`config.mk`:
```
export PLATFORM = sky130hd
export DESIGN_NAME = video_frame_tx_flat
export DESIGN_NICKNAME = d
export VERILOG_FILES = /design/src/rtl/video_frame_tx_if.sv /design/src/rtl/video_frame_tx.sv /design/src/flat_wrapper.sv
export SDC_FILE = /design/constraint.sdc
export NUM_CORES = 1
export LEC_CHECK = 0
export CAP_MARGIN = 25
export CORE_MARGIN = 2
export CORE_UTILIZATION = 55
export DETAILED_ROUTE_END_ITERATION = 8
export GPL_ROUTABILITY_DRIVEN = 0
export PLACE_DENSITY = 0.77
export REMOVE_ABC_BUFFERS = 1
export SLEW_MARGIN = 40
export SYNTH_ARGS = -nofsm -noshare
export SYNTH_HDL_FRONTEND = slang
export SYNTH_SLANG_ARGS = --single-unit
```
`constraint.sdc`:
```
create_clock -name clk -period 5.1 [get_ports clk]
set_clock_uncertainty 0.2 [all_clocks]
set_input_delay 1.02 -clock clk [delete_from_list [all_inputs] [get_ports clk]]
set_output_delay 1.02 -clock clk [all_outputs]
set_load 0.05 [all_outputs]
```
`src/rtl/video_frame_tx_if.sv`:
```
// Pixel-stream handshake bundle for video_frame_tx.
// master is the transmitter view, slave the source/sink environment view.
interface video_frame_tx_if #(
   parameter int DATA_W = 8
);
   logic              in_valid;
   logic              in_ready;
   logic [DATA_W-1:0] in_pixel;
   logic              out_valid;
   logic              out_ready;
   logic [DATA_W-1:0] out_pixel;
   logic              out_sof;
   logic              out_eol;
   logic              out_eof;

   modport master (
      input  in_valid,
      input  in_pixel,
      input  out_ready,
      output in_ready,
      output out_valid,
      output out_pixel,
      output out_sof,
      output out_eol,
      output out_eof
   );

   modport slave (
      output in_valid,
      output in_pixel,
      output out_ready,
      input  in_ready,
      input  out_valid,
      input  out_pixel,
      input  out_sof,
      input  out_eol,
      input  out_eof
   );
endinterface

```
`src/rtl/video_frame_tx.sv`:
```
// Frames a raw pixel stream into one HxW image per start pulse,
// tagging sof/eol/eof and buffering through a small output FIFO.
module video_frame_tx #(
   parameter int DATA_W     = 8,
   parameter int DIM_W      = 12,
   parameter int FIFO_DEPTH = 4
) (
   input  logic             clk,
   input  logic             reset,
   input  logic             start,
   input  logic [DIM_W-1:0] img_height,
   input  logic [DIM_W-1:0] img_width,
   video_frame_tx_if.master vif,
   output logic             busy,
   output logic             done
);

   localparam int AW = $clog2(FIFO_DEPTH);
   localparam int WW = DATA_W + 3;
   localparam logic [DIM_W-1:0] DIM_ONE = DIM_W'(1);
   localparam logic [AW:0] PTR_ONE = (AW+1)'(1);

   typedef enum logic [1:0] {
      IDLE,
      RUN,
      DRAIN,
      DONE
   } state_t;

   state_t state_q;
   state_t state_d;

   logic [DIM_W-1:0] h_q;
   logic [DIM_W-1:0] w_q;
   logic [DIM_W-1:0] row_q;
   logic [DIM_W-1:0] col_q;
   logic             zero_q;

   logic [WW-1:0] mem [FIFO_DEPTH];
   logic [AW:0]   wr_ptr;
   logic [AW:0]   rd_ptr;
   logic          empty;
   logic          full;
   logic [WW-1:0] head;
   logic [WW-1:0] wr_word;

   logic dims_ok;
   logic go;
   logic push;
   logic pop;
   logic last_col;
   logic last_row;
   logic f_sof;
   logic f_eol;
   logic f_eof;

   assign dims_ok = (img_height != '0) && (img_width != '0);
   assign go      = (state_q == IDLE) && start;

   assign empty = (wr_ptr == rd_ptr);
   assign full  = (wr_ptr[AW] != rd_ptr[AW]) &&
                  (wr_ptr[AW-1:0] == rd_ptr[AW-1:0]);
   assign head  = mem[rd_ptr[AW-1:0]];

   // in_ready looks only at registered state, never at in_valid
   assign vif.in_ready = (state_q == RUN) && !full;
   assign push = vif.in_valid && vif.in_ready;

   assign vif.out_valid = !empty;
   assign pop = vif.out_valid && vif.out_ready;

   assign vif.out_pixel = empty ? '0 : head[DATA_W-1:0];
   assign vif.out_sof   = !empty && head[DATA_W];
   assign vif.out_eol   = !empty && head[DATA_W+1];
   assign vif.out_eof   = !empty && head[DATA_W+2];

   assign last_col = (col_q == w_q - DIM_ONE);
   assign last_row = (row_q == h_q - DIM_ONE);
   assign f_sof    = (row_q == '0) && (col_q == '0);
   assign f_eol    = last_col;
   assign f_eof    = last_col && last_row;
   assign wr_word  = {f_eof, f_eol, f_sof, vif.in_pixel};

   always_comb begin
      state_d = state_q;
      busy    = 1'b0;
      done    = 1'b0;
      unique case (state_q)
         IDLE: begin
            if (start) begin
               state_d = dims_ok ? RUN : DONE;
            end
         end
         RUN: begin
            busy = 1'b1;
            if (push && f_eof) begin
               state_d = DRAIN;
            end
         end
         DRAIN: begin
            busy = 1'b1;
            if (pop && head[DATA_W+2]) begin
               state_d = DONE;
            end
         end
         DONE: begin
            // empty frames report busy alongside their done pulse
            busy    = zero_q;
            done    = 1'b1;
            state_d = IDLE;
         end
         default: begin
            state_d = IDLE;
         end
      endcase
   end

   always_ff @(posedge clk) begin
      if (reset) begin
         state_q <= IDLE;
         h_q     <= '0;
         w_q     <= '0;
         row_q   <= '0;
         col_q   <= '0;
         zero_q  <= 1'b0;
      end else begin
         state_q <= state_d;
         if (go) begin
            zero_q <= !dims_ok;
            row_q  <= '0;
            col_q  <= '0;
            if (dims_ok) begin
               h_q <= img_height;
               w_q <= img_width;
            end
         end else if (push) begin
            if (last_col) begin
               col_q <= '0;
               if (!last_row) begin
                  row_q <= row_q + DIM_ONE;
               end
            end else begin
               col_q <= col_q + DIM_ONE;
            end
         end
      end
   end

   always_ff @(posedge clk) begin
      if (reset) begin
         wr_ptr <= '0;
         rd_ptr <= '0;
      end else begin
         if (push) begin
            wr_ptr <= wr_ptr + PTR_ONE;
         end
         if (pop) begin
            rd_ptr <= rd_ptr + PTR_ONE;
         end
      end
   end

   always_ff @(posedge clk) begin
      if (push) begin
         mem[wr_ptr[AW-1:0]] <= wr_word;
      end
   end

endmodule

```
`src/flat_wrapper.sv`:
```
// flat-port wrapper written by rule: the top's interface ports become plain ports
module video_frame_tx_flat 
#(
   parameter int DATA_W     = 8,
   parameter int DIM_W      = 12,
   parameter int FIFO_DEPTH = 4
)
  (clk, reset, start, img_height, img_width, busy, done, vif_in_valid, vif_in_pixel, vif_out_ready, vif_in_ready, vif_out_valid, vif_out_pixel, vif_out_sof, vif_out_eol, vif_out_eof);
  video_frame_tx_if #(.DATA_W(DATA_W)) vif_i ();
  input  logic clk;
  input  logic reset;
  input  logic start;
  input  logic [DIM_W-1:0] img_height;
  input  logic [DIM_W-1:0] img_width;
  output logic busy;
  output logic done;
  input wire logic [$bits(vif_i.in_valid)-1:0] vif_in_valid;
  input wire logic [$bits(vif_i.in_pixel)-1:0] vif_in_pixel;
  input wire logic [$bits(vif_i.out_ready)-1:0] vif_out_ready;
  output wire logic [$bits(vif_i.in_ready)-1:0] vif_in_ready;
  output wire logic [$bits(vif_i.out_valid)-1:0] vif_out_valid;
  output wire logic [$bits(vif_i.out_pixel)-1:0] vif_out_pixel;
  output wire logic [$bits(vif_i.out_sof)-1:0] vif_out_sof;
  output wire logic [$bits(vif_i.out_eol)-1:0] vif_out_eol;
  output wire logic [$bits(vif_i.out_eof)-1:0] vif_out_eof;
  assign vif_i.in_valid = vif_in_valid;
  assign vif_i.in_pixel = vif_in_pixel;
  assign vif_i.out_ready = vif_out_ready;
  assign vif_in_ready = vif_i.in_ready;
  assign vif_out_valid = vif_i.out_valid;
  assign vif_out_pixel = vif_i.out_pixel;
  assign vif_out_sof = vif_i.out_sof;
  assign vif_out_eol = vif_i.out_eol;
  assign vif_out_eof = vif_i.out_eof;
  video_frame_tx #(.DATA_W(DATA_W), .DIM_W(DIM_W), .FIFO_DEPTH(FIFO_DEPTH)) u_core (.clk(clk), .reset(reset), .start(start), .img_height(img_height), .img_width(img_width), .vif(vif_i), .busy(busy), .done(done));
endmodule
```
==> summary.md <==
• **status** completed
• **average size of a mapped cell** 10.1 sq um
• **number of core rows** 35
• **leading cell type by number of instances after synthesis** sky130_fd_sc_hd__nand2_1
• **pwr dens** 437 nW/um^2
• **peak supply drop** 0.206 mV
• **CTS max path bufs** 2
• **synth top area cells** sky130_fd_sc_hd__edfxtp_1 (25%), sky130_fd_sc_hd__dfxtp_1 (22%), sky130_fd_sc_hd__mux4_2 (4.7%)
• **Max Cap Violations** 0
• **Final Max Tran Viols** 0
• **number of buffers inserted during clock tree synthesis** 9
• **Least-Margin Pin Slew** 0.625 ns
• **clock transition time at the flip-flop clock pins of the worst setup and hold paths** 0.10 ns
• **worst-path fanout max** 11
• **Most used DFF post-synth** sky130_fd_sc_hd__dfxtp_1
• **area fraction of the dominant cell type after synthesis** 0.252
• **final worst path period need** 3.59 ns
• **wire length per cell after detailed routing** 15.8 um
• **largest net degree at the start of global routing** 38
• **Post-layout nets** 611
• **number of flops mapped to enable cells by yosys** 44
• **number of violations reported at the end of detailed-routing iteration 0** 233
• **synthesized instance count** 518
• **least setup slack across all paths after layout** 1.51 ns
• **Hold-fix buffers, CTS** 0
• **number of buffers inserted by post-CTS setup repair** 0
• **Chip Width** 102 um
• **required time of the critical path** 3.88 ns
• **worst hold endpoint** u_core.w_q[11]$_SDFFE_PP0P_
• **vias per inst** 5.70
• **category of cells accounting for the largest share of critical-path delay** buffers and inverters
• **sequential cell area fraction in the yosys report** 0.477
• **flip-flop and latch count after synthesis** 103
• **signed area change from the synthesized netlist to the final layout** 15.4%
• **peak clock frequency supported by timing** 0.278 GHz
• **library cell used as clock root buffer** sky130_fd_sc_hd__clkbuf_8
• **iteration count of the initial detailed-routing pass** 5
• **worst path buffer plus inverter count** 2
• **sum of overflow across all layers after global routing** 0
• **drt total wl** 11000 um
• **starting density of the core** 0.568
• **crit-path max cell delay** 0.69 ns
• **layout cell share with drive strength beyond 1** 0.0835
• **logic depth of the worst register-to-register path** 10
• **endpoint kind of the worst setup timing path** output port
• **HP Class** reg -> reg
• **ANT cells** 0
• **setup repair after global routing missed its margin** no
• **later-pin clock latency in the skew report** 0.37 ns
• **worst hold path startpoint** u_core.w_q[11]$_SDFFE_PP0P_
• **yosys warns** 0
• **TritonCTS Sinks** 103
• **WHS Path Cells** 2
• **startpoint of the worst-slack reg-to-reg timing path** u_core.h_q[0]$_SDFFE_PP0P_
• **number of global-route vias before repair** 3858
• **Period Utilization, post-route** 0.704
• **slowest stage cell on the critical path** sky130_fd_sc_hd__clkdlybuf4s50_1
• **synth cell count leaders** sky130_fd_sc_hd__nand2_1 (63), sky130_fd_sc_hd__dfxtp_1 (59), sky130_fd_sc_hd__edfxtp_1 (44), sky130_fd_sc_hd__nor2_1 (44), sky130_fd_sc_hd__a21oi_1 (33)
• **cells resized by post-CTS repair** 0
• **arrival time reported for the critical path endpoint** 2.37 ns
• **number of endpoints with negative hold slack in the final report** 0
• **boundary pin count** 52
• **Post-synth ARST share** 0
• **smallest hold slack** 0.286 ns
• **Critical Path Source Type** flop
• **reg-to-reg setup timing slack** 1.60 ns
• **first-pass GRT wire length** 18100 um
• **DRC Markers** 0
• **final setup fails** 0
• **placeable core area** 9240 sq um
• **Place WS** 1.34 ns
• **cells along the critical path** mux4_2 > inv_1 > nor2_1 > clkdlybuf4s50_1
• **Final ANT Viol Nets** 0
• **Port Buf Inserts** 51
• **Total Die Area** 10300 sq um
• **vertical die dimension** 102 um
• **maximum level of the CTS H-tree** 3
• **Detailed Place HPWL** 7940 um
• **number of vias in the routed layout** 3942
• **Tot GR Track Use** 0.222
• **leakage power** 2.13 nW
• **worst reg2reg endpoint** u_core.state_q[0]$_SDFFE_PP0P_
• **clock tree from TritonCTS** built
• **Worst Setup Path Type** reg -> out
• **dominant cell type by area after synthesis** sky130_fd_sc_hd__edfxtp_1
• **netlist area before placement** 5250 sq um
• **number of antenna violations at the first check in global routing** 0
• **number of unique standard cell types used by synthesis** 61
• **Slew headroom** 0.583
• **total negative slack for setup checks** 0 ns
[power by group]
group	internal [mW]	switching (mW)	leakage, nW
clock network	0.246	0.288	0.105
registers	0.939	0.0979	0.863
logic	0.434	0.645	1.16
[worst register-to-register path, stage by stage (launching register included)]
cell,delay [ns]
sky130_fd_sc_hd__dfxtp_1,0.37
sky130_fd_sc_hd__inv_1,0.07
sky130_fd_sc_hd__ha_1,0.21
sky130_fd_sc_hd__or3b_2,0.52
sky130_fd_sc_hd__nor3_2,0.29
sky130_fd_sc_hd__xnor2_1,0.16
sky130_fd_sc_hd__nand4_1,0.17
sky130_fd_sc_hd__a2111oi_4,0.67
sky130_fd_sc_hd__nand3b_1,0.17
sky130_fd_sc_hd__a2111oi_0,0.45
sky130_fd_sc_hd__a211oi_1,0.10
[per-stage QoR]
stage | instance area [sq um] | instances | power [mW] | utilization
global route | 6060 | 692 | 2.79 | 0.656
CTS | 6050 | 692 | 2.65 | 0.655
finish | 6060 | 692 | 2.65 | 0.656
floorplan | 5150 | 493 | 1.81 | -
detailed placement | 5850 | 676 | 2.13 | 0.633
global placement | 5850 | 676 | 2.10 | 0.633
[layer usage]
layer,wire length [um],track usage,share of wire,vias up
met4,194,0.0780,0.018,0
li1,-,-,-,1936
met1,4830,0.275,0.44,1885
met3,464,0.0262,0.042,16
met2,5470,0.399,0.50,105
met5,0,0,0,-
[layout by cell type, fill, tap and decap left out, drive strengths merged, types with 5 or more instances in the layout]
cell type,count
a21oi,34
a31oi,6
and3,8
clkbuf,11
clkdlybuf4s50,51
dfxtp,59
edfxtp,44
ha,16
inv,25
mux2i,5
mux4,11
nand2,63
nand2b,6
nand3,11
nand4,11
nor2,44
nor2b,12
nor3,14
nor3b,6
nor4,14
o21ai,5
or4,5
xnor2,26
xor2,25
[worst max-delay path by stage]
stage | slack, ns | end | depth (start not counted) | start
3_3_place_gp | 1.44 | u_core.h_q[11]$_SDFFE_PP0P_ | 8 | img_height[1]
3_5_place_dp | 1.34 | u_core.h_q[2]$_SDFFE_PP0P_ | 8 | img_height[0]
4_1_cts | 1.19 | vif_out_eof | 4 | flop
5_1_grt | 1.37 | u_core.state_q[0]$_SDFFE_PP0P_ | 10 | u_core.h_q[0]$_SDFFE_PP0P_
6_report | 1.51 | vif_out_eof | 4 | flop
2_1_floorplan | 1.85 | u_core.row_q[11]$_SDFFE_PP0P_ | 10 | u_core.w_q[0]$_SDFFE_PP0P_
[cells by family after synthesis]
family                     after synthesis  synth area share
xor gates and xnor gates                51            0.0851
AOI/OAI and AO/OA                       69            0.0894
muxes                                   16            0.0567
buffers and inverters                   47            0.0343
and+or+nand+nor                        216             0.220
adders and majority gates               16            0.0381
DFF                                    103             0.477
[area by class of cell]
| class | count | area (sq um) |
|---|---|---|
| flip-flops and latches | 103 | 2500 |
| repair buffers | 54 | 533 |
| fillers | 732 | 3180 |
| inverters | 22 | 82.6 |
| well taps | 129 | 161 |
| clock buffers | 11 | 141 |
| clock inverters | 5 | 62.6 |
| multi-input cells | 368 | 2570 |
[sequential cells by signal (all words and copies together) (netlist names), named ones only]
name            flops
u_core.rd_ptr       3
u_core.col_q       12
u_core.w_q         12
u_core.wr_ptr       3
u_core.state_q      2
u_core.zero_q       1
u_core.h_q         12
u_core.mem         44
u_core.row_q       12
(Power assumes the default switching activity.)
